File: src/rtl/uart_tx_module.sv
// uart_tx_module -- UART transmitter with an integrated bit-period timer.
// Sends one byte per accepted request as an 8N1 frame, LSB first, on a
// registered, glitch-free tx line. One bit lasts CLKS_PER_BIT clocks.
// The bit timer counts 0..CLKS_PER_BIT-1, which is the same divisor
// convention the receive path's sampling timer uses.
// Optional feature macro: UART_TX_PARITY_EN. When it is defined, an
// even-parity bit is inserted after data bit 7 (8E1, 11-bit frame).
// When it is undefined, the frame is 8N1 and no parity logic is built.
module uart_tx_module #(
  parameter int CLKS_PER_BIT = 2083
) (
  input  logic       clk,
  input  logic       rst,
  input  logic       tx_start,
  input  logic [7:0] tx_data,
  output logic       tx,
  output logic       tx_busy,
  output logic       tx_done
);

  // Last count of a bit period. Legal CLKS_PER_BIT is 2..65535.
  localparam logic [15:0] LAST_CNT = 16'(CLKS_PER_BIT - 1);

`ifdef UART_TX_PARITY_EN
  typedef enum logic [2:0] {
    S_IDLE   = 3'd0,
    S_START  = 3'd1,
    S_DATA   = 3'd2,
    S_PARITY = 3'd3,
    S_STOP   = 3'd4
  } state_t;
`else
  typedef enum logic [2:0] {
    S_IDLE  = 3'd0,
    S_START = 3'd1,
    S_DATA  = 3'd2,
    S_STOP  = 3'd4
  } state_t;
`endif

  state_t      state_q, state_d;
  logic [15:0] timer_q, timer_d;
  logic [2:0]  idx_q,   idx_d;
  logic [7:0]  shift_q, shift_d;
  logic        tx_q,    tx_d;
  logic        busy_q,  busy_d;
  logic        done_q,  done_d;
  logic        bit_end;
`ifdef UART_TX_PARITY_EN
  logic        par_q,   par_d;
`endif

  assign bit_end = (timer_q == LAST_CNT);

  // Control state: reset returns the line to idle-high and abandons any frame.
  always_ff @(posedge clk or posedge rst) begin
    if (rst) begin
      state_q <= S_IDLE;
      timer_q <= 16'd0;
      idx_q   <= 3'd0;
      tx_q    <= 1'b1;
      busy_q  <= 1'b0;
      done_q  <= 1'b0;
    end else begin
      state_q <= state_d;
      timer_q <= timer_d;
      idx_q   <= idx_d;
      tx_q    <= tx_d;
      busy_q  <= busy_d;
      done_q  <= done_d;
    end
  end

  // Frame data: reloaded on every accepted request, so no reset is needed.
  always_ff @(posedge clk) begin
    shift_q <= shift_d;
`ifdef UART_TX_PARITY_EN
    par_q   <= par_d;
`endif
  end

  // Next-state logic: the timer runs only while a frame is in progress, and
  // tx is updated only at bit boundaries so the line never glitches.
  always_comb begin
    state_d = state_q;
    timer_d = bit_end ? 16'd0 : timer_q + 16'd1;
    idx_d   = idx_q;
    shift_d = shift_q;
    tx_d    = tx_q;
    busy_d  = busy_q;
    done_d  = 1'b0;
`ifdef UART_TX_PARITY_EN
    par_d   = par_q;
`endif

    case (state_q)
      S_IDLE: begin
        tx_d    = 1'b1;
        busy_d  = 1'b0;
        timer_d = 16'd0;
        idx_d   = 3'd0;
        // A request in the tx_done cycle is accepted here too, which is
        // what lets frames run back to back without an idle bit.
        if (tx_start) begin
          shift_d = tx_data;
`ifdef UART_TX_PARITY_EN
          par_d   = ^tx_data;
`endif
          tx_d    = 1'b0;
          busy_d  = 1'b1;
          state_d = S_START;
        end
      end

      S_START: begin
        if (bit_end) begin
          tx_d    = shift_q[0];
          idx_d   = 3'd0;
          state_d = S_DATA;
        end
      end

      S_DATA: begin
        if (bit_end) begin
          shift_d = {1'b0, shift_q[7:1]};
          if (idx_q == 3'd7) begin
`ifdef UART_TX_PARITY_EN
            tx_d    = par_q;
            state_d = S_PARITY;
`else
            tx_d    = 1'b1;
            state_d = S_STOP;
`endif
          end else begin
            tx_d  = shift_q[1];
            idx_d = idx_q + 3'd1;
          end
        end
      end

`ifdef UART_TX_PARITY_EN
      S_PARITY: begin
        if (bit_end) begin
          tx_d    = 1'b1;
          state_d = S_STOP;
        end
      end
`endif

      S_STOP: begin
        if (bit_end) begin
          tx_d    = 1'b1;
          busy_d  = 1'b0;
          done_d  = 1'b1;
          state_d = S_IDLE;
        end
      end

      default: begin
        tx_d    = 1'b1;
        busy_d  = 1'b0;
        timer_d = 16'd0;
        idx_d   = 3'd0;
        state_d = S_IDLE;
      end
    endcase
  end

  assign tx      = tx_q;
  assign tx_busy = busy_q;
  assign tx_done = done_q;

endmodule
File: config.mk
export PLATFORM = sky130hd
export DESIGN_NAME = uart_tx_module
export DESIGN_NICKNAME = d
export VERILOG_FILES = /design/src/rtl/uart_tx_module.sv
export SDC_FILE = /design/constraint.sdc
export NUM_CORES = 1
export LEC_CHECK = 0
export ABC_AREA = 1
export BUFFER_PORTS_ARGS = -buffer_cell sky130_fd_sc_hd__buf_2
export CAP_MARGIN = 10
export CORE_AREA = 10 10 69 71
export DETAILED_ROUTE_END_ITERATION = 8
export DIE_AREA = 0 0 79 81
export PLACE_DENSITY = 0.86
export REMOVE_ABC_BUFFERS = 1
export SLEW_MARGIN = 10
export SYNTH_ARGS = -nofsm -noshare
export SYNTH_HDL_FRONTEND = slang
export SYNTH_SLANG_ARGS = --single-unit
File: constraint.sdc
create_clock -name clk -period 2.3 [get_ports clk]
set_clock_uncertainty 0.2 [all_clocks]
set_input_delay 0.115 -clock clk [delete_from_list [all_inputs] [get_ports clk]]
set_output_delay 0.115 -clock clk [all_outputs]
set_load 0.01 [all_outputs]
==> results of run 1 <==
-- stage by stage --
step	hold slack [ns]	std cells	area [µm²]	worst slack [ns]
after floorplan	-0.05842	242	1928	0.3217
after global placement	-0.02454	305	2068	0.4898
after detailed placement	-0.01837	305	2068	0.4349
after CTS	0.1508	323	2238	0.4222
after global routing	0.1787	323	2238	0.3418
final	0.1551	323	2238	0.4246
-- repair_timing --
action / CTS / global route
gates resized for setup: 0 / 0
hold buffers: 10 / 0
endpoints found under the hold margin: 36 / 0
-- registers in the layout (all words and copies together), names as in the netlist --
register and cells:
idx_q 3, shift_q 8, state_q 3, timer_q 16, tx 1, tx_busy 1
tx_done 1
-- layout by cell type, fill, tap and decap left out, types with 2 or more instances in the layout --
cell | Yosys | final
nand2_1 | 73 | 73
inv_2 | 11 | 11
ha_1 | 4 | 4
nor3_1 | 2 | 2
nand3_1 | 18 | 18
xor2_1 | 5 | 5
nor2_1 | 32 | 32
nor3_2 | 3 | 3
nor2_2 | 10 | 10
dlygate4sd3_1 | 0 | 10
clkbuf_4 | 0 | 5
a21oi_1 | 4 | 4
nand2_4 | 2 | 2
nand3_2 | 2 | 2
nand2_2 | 6 | 6
buf_2 | 1 | 13
buf_4 | 0 | 2
inv_1 | 19 | 19
clkbuf_8 | 0 | 2
nand4_1 | 4 | 4
nand3_4 | 2 | 2
edfxtp_1 | 8 | 8
dfrtp_1 | 24 | 24
o21ai_1 | 3 | 3
nor2_4 | 3 | 3
-- where the power goes --
part	total, mW	switching [mW]	internal [mW]
combinational	0.817	0.549	0.268
clock	0.374	0.197	0.177
sequential	0.823	0.0836	0.739
-- worst max-delay path by stage --
stage	from	to	slack, ns	cells past startpoint
after CTS	timer_q[0]$_DFF_PP0_	shift_q[0]$_DFFE_PP_	0.42	7
final	timer_q[0]$_DFF_PP0_	shift_q[0]$_DFFE_PP_	0.42	7
after global routing	timer_q[0]$_DFF_PP0_	shift_q[0]$_DFFE_PP_	0.34	7
after global placement	timer_q[0]$_DFF_PP0_	shift_q[3]$_DFFE_PP_	0.49	7
after detailed placement	timer_q[0]$_DFF_PP0_	shift_q[3]$_DFFE_PP_	0.43	7
after floorplan	timer_q[0]$_DFF_PP0_	shift_q[0]$_DFFE_PP_	0.32	6
-- worst max-delay path, stage by stage (launching register included) --
cell     delay, ns
dfrtp_1       0.44
inv_1         0.08
ha_1          0.18
nand3_1       0.11
nor2_2        0.17
nand2_4       0.11
o21ai_1       0.13
buf_4         0.18
-- logic make-up (layout without fill, tap and decap cells) --
family | Yosys count | count (layout) | synth area share
fa+ha+maj | 4 | 4 | 0.02574
xor+xnor | 5 | 5 | 0.02252
flops | 33 | 33 | 0.4460
buf+inv | 33 | 64 | 0.06950
compound gates | 9 | 9 | 0.02509
simple gates | 160 | 160 | 0.4112
-- metal layers --
metal	track usage	vias up
li1	-	827
met1	0.1396	753
met2	0.2488	42
met3	0.04525	8
met4	0.06093	0
met5	0	-
-- cell type report --
class | instances | area share
Clock buffer | 7 | 0.02907
Clock inverter | 1 | 0.002236
Multi-Input combinational cell | 178 | 0.4209
Inverter | 31 | 0.05310
Timing Repair Buffer | 25 | 0.08049
Sequential cell | 33 | 0.3874
Tap cell | 48 | 0.02683
==> impl_results.md, run 1 <==
- Area growth, synth to finish: 15.12%
- Max transition margin: 0.7892
- Core Rows: 22
- Die H: a little over 80 µm
- Post-Syn Area: around 2000 µm²
- Die W: 79 µm
- Worst Setup Start Kind: flop
- Max-slew violation count: 0
- Num ports: 14
- Reg-to-reg endpoint: shift_q[0]$_DFFE_PP_
- Critical path type: flop to flop
- Final setup viols: 0
- I/O Buffers: 13
- DR iter-0 viols: 91
- Number of buffers created by CTS: 5
- Die area: between 6000 and 7000 µm²
- TritonCTS Sinks: 33
- Via count: 1630
- CORE AREA: ~3500 µm²
- Post-DP HPWL: a little under 3000 µm
- Post-Route WL: about 4000 µm
- Initial Util: 0.5518
- Fin util: 0.6353
- Total Routing Usage GR: 0.1364
- Reg2Reg Setup Slack: about 0.42 ns
- Layout cells sized above 1: 0.2436
- R2r worst-path depth: 7
- TNS Setup: 0 ns
- Met1 WL: roughly 1600 µm
- Dominant cell type by area after synthesis: dfrtp_1
- Fmax: approximately 530 MHz
- Diode count: 0
- Post-route minimum period: between 1.5 and 2 ns
- Actual slew at the worst max-slew pin: around 0.32 ns
- Worst R2R Start: timer_q[0]$_DFF_PP0_
- FF+latch count, synth: 33
- Synth async-reset ratio: 0.7576
- FILL cells: approximately 320
- Critical path data arrival time: 1.73 ns
- TritonCTS clock tree: yes
- Hold crit path type: primary input to async pin
- Routability Congestion: ~0.93
- Vias in the first global route: approximately 1600
- Post-CTS setup buffers: 0
- Post-synth EDFFs: 8
- Max-Cap Viols: 0
- Worst Path Required: 2.15 ns
- Share of Yosys cell area claimed by the top area cell type: 0.3089
- Top cells by area, synth: dfrtp_1, nand2_1, edfxtp_1
- First-pass GRT wire length: between 6000 and 7000 µm
- Synth Instances: between 200 and 250
- Max Used Layer: met4
- Status: completed
- Post-synth top cells: nand2_1, nor2_1, dfrtp_1
- Synth warn: 0
- Max VDD drop: approximately 0.58 mV
- Final hold vios: 0
- Clk Latency, worst-skew pair: approximately 0.34 ns
- PwrDens: between 800 and 900 nW/µm²
- H-tree levels: 2
- DR DRC count: 0
- Pleak: 1.057 nW
- GRT overflow: 0
- Syn Area/Cell: roughly 8 µm²
- Met3 WL: around 210 µm
- Layout Nets: approximately 290
- Multi-input gate area: 942.2 µm²
- Initial antenna violation count: 0
- CTS clk-pin slew, worst paths: approximately 0.10 ns
- RSZ-0062 raised after global routing: false
- Routed WL per cell: around 12 µm
- DR WL met2: 2062 µm
- Sequential cell area fraction in the yosys report: 0.4459
- Ys flop type: dfrtp_1
- Cell variety after synth: 29
- Router iterations before antenna repair: 4
- FF/Latch Area: 867.1 µm²
- Pin count of the biggest net entering global routing: 26
- Root Driver: clkbuf_4
- CTS max path bufs: 2
- Via-to-Cell Ratio: a little over 5
- Routed Antenna Nets: 0
- Worst Path Max Fanout: 8
- Fin crit share: 0.8154
- Most frequent cell after synthesis: nand2_1
- Endpoint class of the critical path: flop
- Design Power: ~2.0 mW
(Power assumes the default switching activity.)
==> inputs of run 2 (changes only) <==
Clock period 2.3 ns to 1.8 ns, I/O delays scaled along.
==> impl_results.md, run 2 (synthesized netlist as in run 1, its figures left out) <==
- Status: completed (unchanged)
- CTS clk-pin slew, worst paths: 0.10 ns (about the same)
- DR iter-0 viols: 90 (was 91)
- Die area: 6399 µm² (unchanged)
- Hold crit path type: primary input to async pin (unchanged)
- Max-slew violation count: 0 (unchanged)
- CORE AREA: 3523 µm² (unchanged)
- Routability Congestion: 0.9214 (was 0.9266)
- Max VDD drop: 1.205 mV (was 0.5755 mV)
- Router iterations before antenna repair: 4 (unchanged)
- DR DRC count: 0 (unchanged)
- R2r worst-path depth: 6 (was 7)
- Critical path data arrival time: 1.58 ns (was 1.73 ns)
- Final worst slack: 0.07984 ns (was 0.4246 ns)
- H-tree levels: 2 (unchanged)
- Worst R2R Start: timer_q[1]$_DFF_PP0_ (was timer_q[0]$_DFF_PP0_)
- Hold_ws: 0.1348 ns (was 0.1551 ns)
- Clk Latency, worst-skew pair: 0.33 ns (was 0.34 ns)
- Via count: 1630 (unchanged)
- Area growth, synth to finish: 17.44% (was 15.12%)
- Vias in the first global route: 1569 (was 1627)
- Routed Antenna Nets: 0 (unchanged)
- Cells along the critical path: ha_2 > nand3_1 > nor2_2 > nand2_4 > o21ai_1 > buf_4 (was inv_1 > ha_1 > nand3_1 > nor2_2 > nand2_4 > o21ai_1 > buf_4)
- CP peak stage delay: 0.42 ns (was 0.44 ns)
- TritonCTS Sinks: 33 (unchanged)
- PwrDens: 1098 nW/µm² (was 899.8 nW/µm²)
- Number of buffers created by CTS: 5 (unchanged)
- Worst Path Required: 1.66 ns (was 2.15 ns)
- Layout Nets: 297 (was 289)
- Fin crit share: 0.9556 (was 0.8154)
- Pleak: 1.082 nW (was 1.057 nW)
- Worst Path Max Fanout: 8 (unchanged)
- RSZ-0062 raised after global routing: false (unchanged)
- Root Driver: clkbuf_4 (unchanged)
- Highest-count cells in the layout ignoring fill and taps: nand2_1, nor2_1, dfrtp_1, inv_1, nand3_1 (unchanged)
- Largest regs: timer_q: 16 flops, shift_q: 8 flops (unchanged)
- Die W: 79 µm (unchanged)
- FILL cells: 327 (was 318)
- Actual slew at the worst max-slew pin: 0.3254 ns (was 0.3161 ns)
- Post-DP HPWL: 2937 µm (was 2930 µm)
- Routed WL per cell: 12.03 µm (was 12.28 µm)
- Initial antenna violation count: 0 (unchanged)
- Max transition margin: 0.7830 (was 0.7892)
- GRT overflow: 0 (unchanged)
- Total Routing Usage GR: 0.1342 (was 0.1364)
- TritonCTS clock tree: yes (unchanged)
- Via-to-Cell Ratio: 4.924 (was 5.046)
- Max-Cap Viols: 0 (unchanged)
- Post-route minimum period: 1.720 ns (was 1.875 ns)
- Max FFs per register: 16 (unchanged)
- Place WS: 0.05722 ns (was 0.4349 ns)
- Reg with most FFs: timer_q (unchanged)
- Die H: 81 µm (unchanged)
- Worst Setup Start Kind: flop (unchanged)
- Diode count: 0 (unchanged)
- Fmax: 581.3 MHz (was 533.2 MHz)
- CTS max path bufs: 2 (unchanged)
- I/O Buffers: 13 (unchanged)
- Critical path type: flop to flop (unchanged)
- Slowest cell on the critical path: dfrtp_1 (unchanged)
- Pin count of the biggest net entering global routing: 26 (unchanged)
- Endpoint class of the critical path: flop (unchanged)
- Post-Route WL: 3981 µm (was 3966 µm)
- Num ports: 14 (unchanged)
- Final setup viols: 0 (unchanged)
- Most common cell after layout, fill and taps aside: nand2_1 (unchanged)
- Reg2Reg Setup Slack: 0.08 ns (was 0.42 ns)
- Initial Util: 0.5518 (unchanged)
- Final hold vios: 0 (unchanged)
- Reg-to-reg endpoint: shift_q[1]$_DFFE_PP_ (was shift_q[0]$_DFFE_PP_)
- Layout cells sized above 1: 0.2650 (was 0.2436)
- First-pass GRT wire length: 6872 µm (was 6962 µm)
- TNS Setup: 0 ns (unchanged)
- Core Rows: 22 (unchanged)
- Fin util: 0.6481 (was 0.6353)
-- run 2: cell count changes in the layout (fill, tap and decap cells not counted), sizes merged --
cell	before	now
buf	15	23
clkbuf	7	5
clkinv	1	3
-- run 2: power by group --
| part | switching, mW | internal [mW] | leakage, nW |
|---|---|---|---|
| Combinational | 0.716 | 0.369 | 0.639 |
| Sequential | 0.0921 | 0.944 | 0.413 |
| Clock | 0.245 | 0.141 | 0.0300 |
-- run 2: repair_timing --
action | in CTS | in global routing
gates resized for setup | 0 | 2
endpoints found under the setup margin | 0 | 11
buffers inserted | 0 | 2
hold endpoints to repair | 36 | 0
hold buffers | 10 | 0
-- run 2: critical path, delay by kind of cell (launching register included) --
| kind | cells | cell delay, ns |
|---|---|---|
| AO/OA/AOI/OAI | 1 | 0.11 |
| flip-flops | 1 | 0.42 |
| adder cells (fa/ha/maj) | 1 | 0.22 |
| AND/OR/NAND/NOR | 3 | 0.31 |
| buffers and inverters | 1 | 0.18 |
-- run 2: layout make-up --
type	instances	area [µm²]	share of cell area
clock buffers	5	37.54	0.01644
flip-flops and latches	33	867.1	0.3797
repair buffers	33	240.2	0.1052
well taps	48	60.06	0.02630
inverters	31	118.9	0.05205
clock inverters	3	12.51	0.005479
multi-input cells	178	947.2	0.4148
-- run 2: layer usage --
| layer | track usage | part of all wire | vias up |
|---|---|---|---|
| li1 | - | - | 844 |
| met1 | 0.1511 | 0.43 | 731 |
| met2 | 0.2382 | 0.50 | 46 |
| met3 | 0.03863 | 0.058 | 9 |
| met4 | 0.04659 | 0.014 | 0 |
| met5 | 0 | 0 | - |
-- run 2: worst max-delay path by stage --
stage	cells past startpoint	startpoint	slack, ns	end
2_1_floorplan	6	timer_q[0]$_DFF_PP0_	-0.18	shift_q[0]$_DFFE_PP_
3_3_place_gp	7	timer_q[0]$_DFF_PP0_	0.12	shift_q[2]$_DFFE_PP_
3_5_place_dp	6	timer_q[1]$_DFF_PP0_	0.06	shift_q[3]$_DFFE_PP_
4_1_cts	6	timer_q[1]$_DFF_PP0_	0.05	shift_q[3]$_DFFE_PP_
5_1_grt	9	timer_q[0]$_DFF_PP0_	0.002	timer_q[8]$_DFF_PP0_
6_report	6	timer_q[1]$_DFF_PP0_	0.08	shift_q[1]$_DFFE_PP_
-- run 2: per-stage QoR --
step                power (mW)  instances  cell area [µm²]
floorplan                1.845        242             1928
global placement         2.069        311             2113
detailed placement       2.101        311             2113
CTS                      2.508        329             2263
global route             2.725        331             2283
finish                   2.508        331             2283
==> inputs of run 3 (changes only) <==
Settings changed: BUFFER_PORTS_ARGS -buffer_cell sky130_fd_sc_hd__buf_2 to default, CORE_AREA 10 10 69 71 to 10 10 67 69, DIE_AREA 0 0 79 81 to 0 0 77 79, DONT_BUFFER_PORTS from default to 1, PLACE_DENSITY 0.86 to 0.77, REMOVE_ABC_BUFFERS 1 to default.
==> impl_results.md, run 3 (synthesized netlist as in run 1, its figures left out) <==
- Max-slew violation count: 0 (unchanged)
- Hold_ws: 0.02795 ns (was 0.1348 ns)
- Final setup viols: 0 (unchanged)
- Number of buffers created by CTS: 5 (unchanged)
- Routed WL per cell: 12.85 µm (was 12.03 µm)
- Fin crit share: 0.9732 (was 0.9556)
- Layout cells sized above 1: 0.2602 (was 0.2650)
- Post-DP HPWL: 2952 µm (was 2937 µm)
- Reg with most FFs: timer_q (unchanged)
- CTS max path bufs: 2 (unchanged)
- Core Rows: 21 (was 22)
- Routability Congestion: 0.9123 (was 0.9214)
- CORE AREA: 3232 µm² (was 3523 µm²)
- Fmax: 570.8 MHz (was 581.3 MHz)
- Clk Latency, worst-skew pair: 0.36 ns (was 0.33 ns)
- Root Driver: clkbuf_4 (unchanged)
- Worst Path Required: 1.65 ns (was 1.66 ns)
- Max-Cap Viols: 0 (unchanged)
- Layout Nets: 283 (was 297)
- TritonCTS Sinks: 33 (unchanged)
- Pleak: 1.037 nW (was 1.082 nW)
- FILL cells: 252 (was 327)
- Post-route minimum period: 1.752 ns (was 1.720 ns)
- Die area: 6083 µm² (was 6399 µm²)
- Max VDD drop: 0.8478 mV (was 1.205 mV)
- Router iterations before antenna repair: 4 (unchanged)
- Highest-count cells in the layout ignoring fill and taps: nand2_1, nor2_1, dfrtp_1, inv_1, nand3_1 (unchanged)
- Total Routing Usage GR: 0.1438 (was 0.1342)
- CTS clk-pin slew, worst paths: 0.12 ns (was 0.10 ns)
- Vias in the first global route: 1550 (was 1569)
- Actual slew at the worst max-slew pin: 0.3061 ns (was 0.3254 ns)
- Final hold vios: 0 (unchanged)
- Endpoint class of the critical path: flop (unchanged)
- Die W: 77 µm (was 79 µm)
- TritonCTS clock tree: yes (unchanged)
- Critical path type: flop to flop (unchanged)
- GRT overflow: 0 (unchanged)
- Post-Route WL: 4049 µm (was 3981 µm)
- Routed Antenna Nets: 0 (unchanged)
- Initial antenna violation count: 0 (unchanged)
- Die H: 79 µm (was 81 µm)
- Area growth, synth to finish: 16.92% (was 17.44%)
- RSZ-0062 raised after global routing: true (was false)
- Via count: 1573 (was 1630)
- Num ports: 14 (unchanged)
- Placed cell count: 296 (was 311)
- Finished Layout Cells: 315 (was 331)
- DR DRC count: 0 (unchanged)
- DR iter-0 viols: 144 (was 90)
- Largest regs: timer_q: 16 flops, shift_q: 8 flops (unchanged)
- Design Power: 2.683 mW (was 2.508 mW)
- Worst Path Max Fanout: 8 (unchanged)
- Max FFs per register: 16 (unchanged)
- TNS Setup: 0 ns (unchanged)
- Hold crit path type: primary input to async pin (unchanged)
- Initial Util: 0.6016 (was 0.5518)
- PwrDens: 1180 nW/µm² (was 1098 nW/µm²)
- Most common cell after layout, fill and taps aside: nand2_1 (unchanged)
- Status: completed (unchanged)
- First-pass GRT wire length: 7017 µm (was 6872 µm)
- Critical path data arrival time: 1.60 ns (was 1.58 ns)
- Worst Setup Start Kind: flop (unchanged)
- Post-Syn Nets: about 260
- I/O Buffers: 0 (was 13)
- Max transition margin: 0.7952 (was 0.7830)
- Pin count of the biggest net entering global routing: 26 (unchanged)
- H-tree levels: 2 (unchanged)
- Via-to-Cell Ratio: 4.994 (was 4.924)
- Diode count: 0 (unchanged)
==> run 3: changes by cell type in the layout (fill, tap and decap cells not counted), sizes merged <==
| cell | delta |
|---|---|
| bufinv | +1 |
| clkinv | -2 |
| clkinvlp | +1 |
| buf | -14 |
==> run 3: cell type report <==
cell class / instances / area, µm² / share of cell area
multi-input combinational: 178 / 975.9 / 0.4293
inverter: 31 / 118.9 / 0.05228
clock buffer: 5 / 37.54 / 0.01651
sequential: 33 / 869.6 / 0.3825
timing repair buffer: 19 / 167.7 / 0.07375
tap: 46 / 57.56 / 0.02532
clock inverter: 3 / 46.29 / 0.02036
==> run 3: final timing paths <==
check / startpoint / end / slack (ns) / cells after the start
max in group asynchronous: rst / tx$_DFFE_PP1P_ / 1.09 / 3
max: timer_q[0]$_DFF_PP0_ / shift_q[4]$_DFFE_PP_ / 0.05 / 6
max reg2reg: timer_q[0]$_DFF_PP0_ / shift_q[4]$_DFFE_PP_ / 0.05 / 6
min in group clk: tx_data[1] / shift_q[1]$_DFFE_PP_ / 0.26 / 3
min: rst / timer_q[1]$_DFF_PP0_ / 0.03 / 3
min reg2reg: idx_q[1]$_DFFE_PP0P_ / idx_q[1]$_DFFE_PP0P_ / 0.29 / 2
==> run 3: power by group <==
group          switching, mW  internal, mW  total, mW
Clock                  0.274         0.294      0.568
Combinational          0.723         0.338       1.06
Sequential             0.109         0.946       1.05
==> run 3: stage by stage <==
stage	util	worst slack (ns)	area, µm²
after floorplan	-	0.06848	1956
after global placement	0.6365	0.1132	2057
after detailed placement	0.6365	0.03539	2057
after CTS	0.6934	0.01900	2241
after global routing	0.7034	-0.03836	2273
final	0.7034	0.04821	2273
==> run 3: layer usage <==
layer | share of wire | global-route usage
met1 | 0.44 | 0.1746
met2 | 0.48 | 0.2319
met3 | 0.057 | 0.04730
met4 | 0.021 | 0.05839
met5 | 0 | 0
==> run 3: worst max-delay path, stage by stage, from the launching register on <==
cell and delay, ns:
dfrtp_1 0.40, inv_1 0.07, ha_2 0.20, nand3_2 0.10
nor2_4 0.12, nand2_4 0.07, o21ai_4 0.29
==> run 3: timing repair <==
item / CTS / global route
buffers inserted: 0 / 1
hold buffers: 10 / 0
hold endpoints to repair: 46 / 0
resized for setup: 0 / 9
endpoints found under the setup margin: 0 / 10
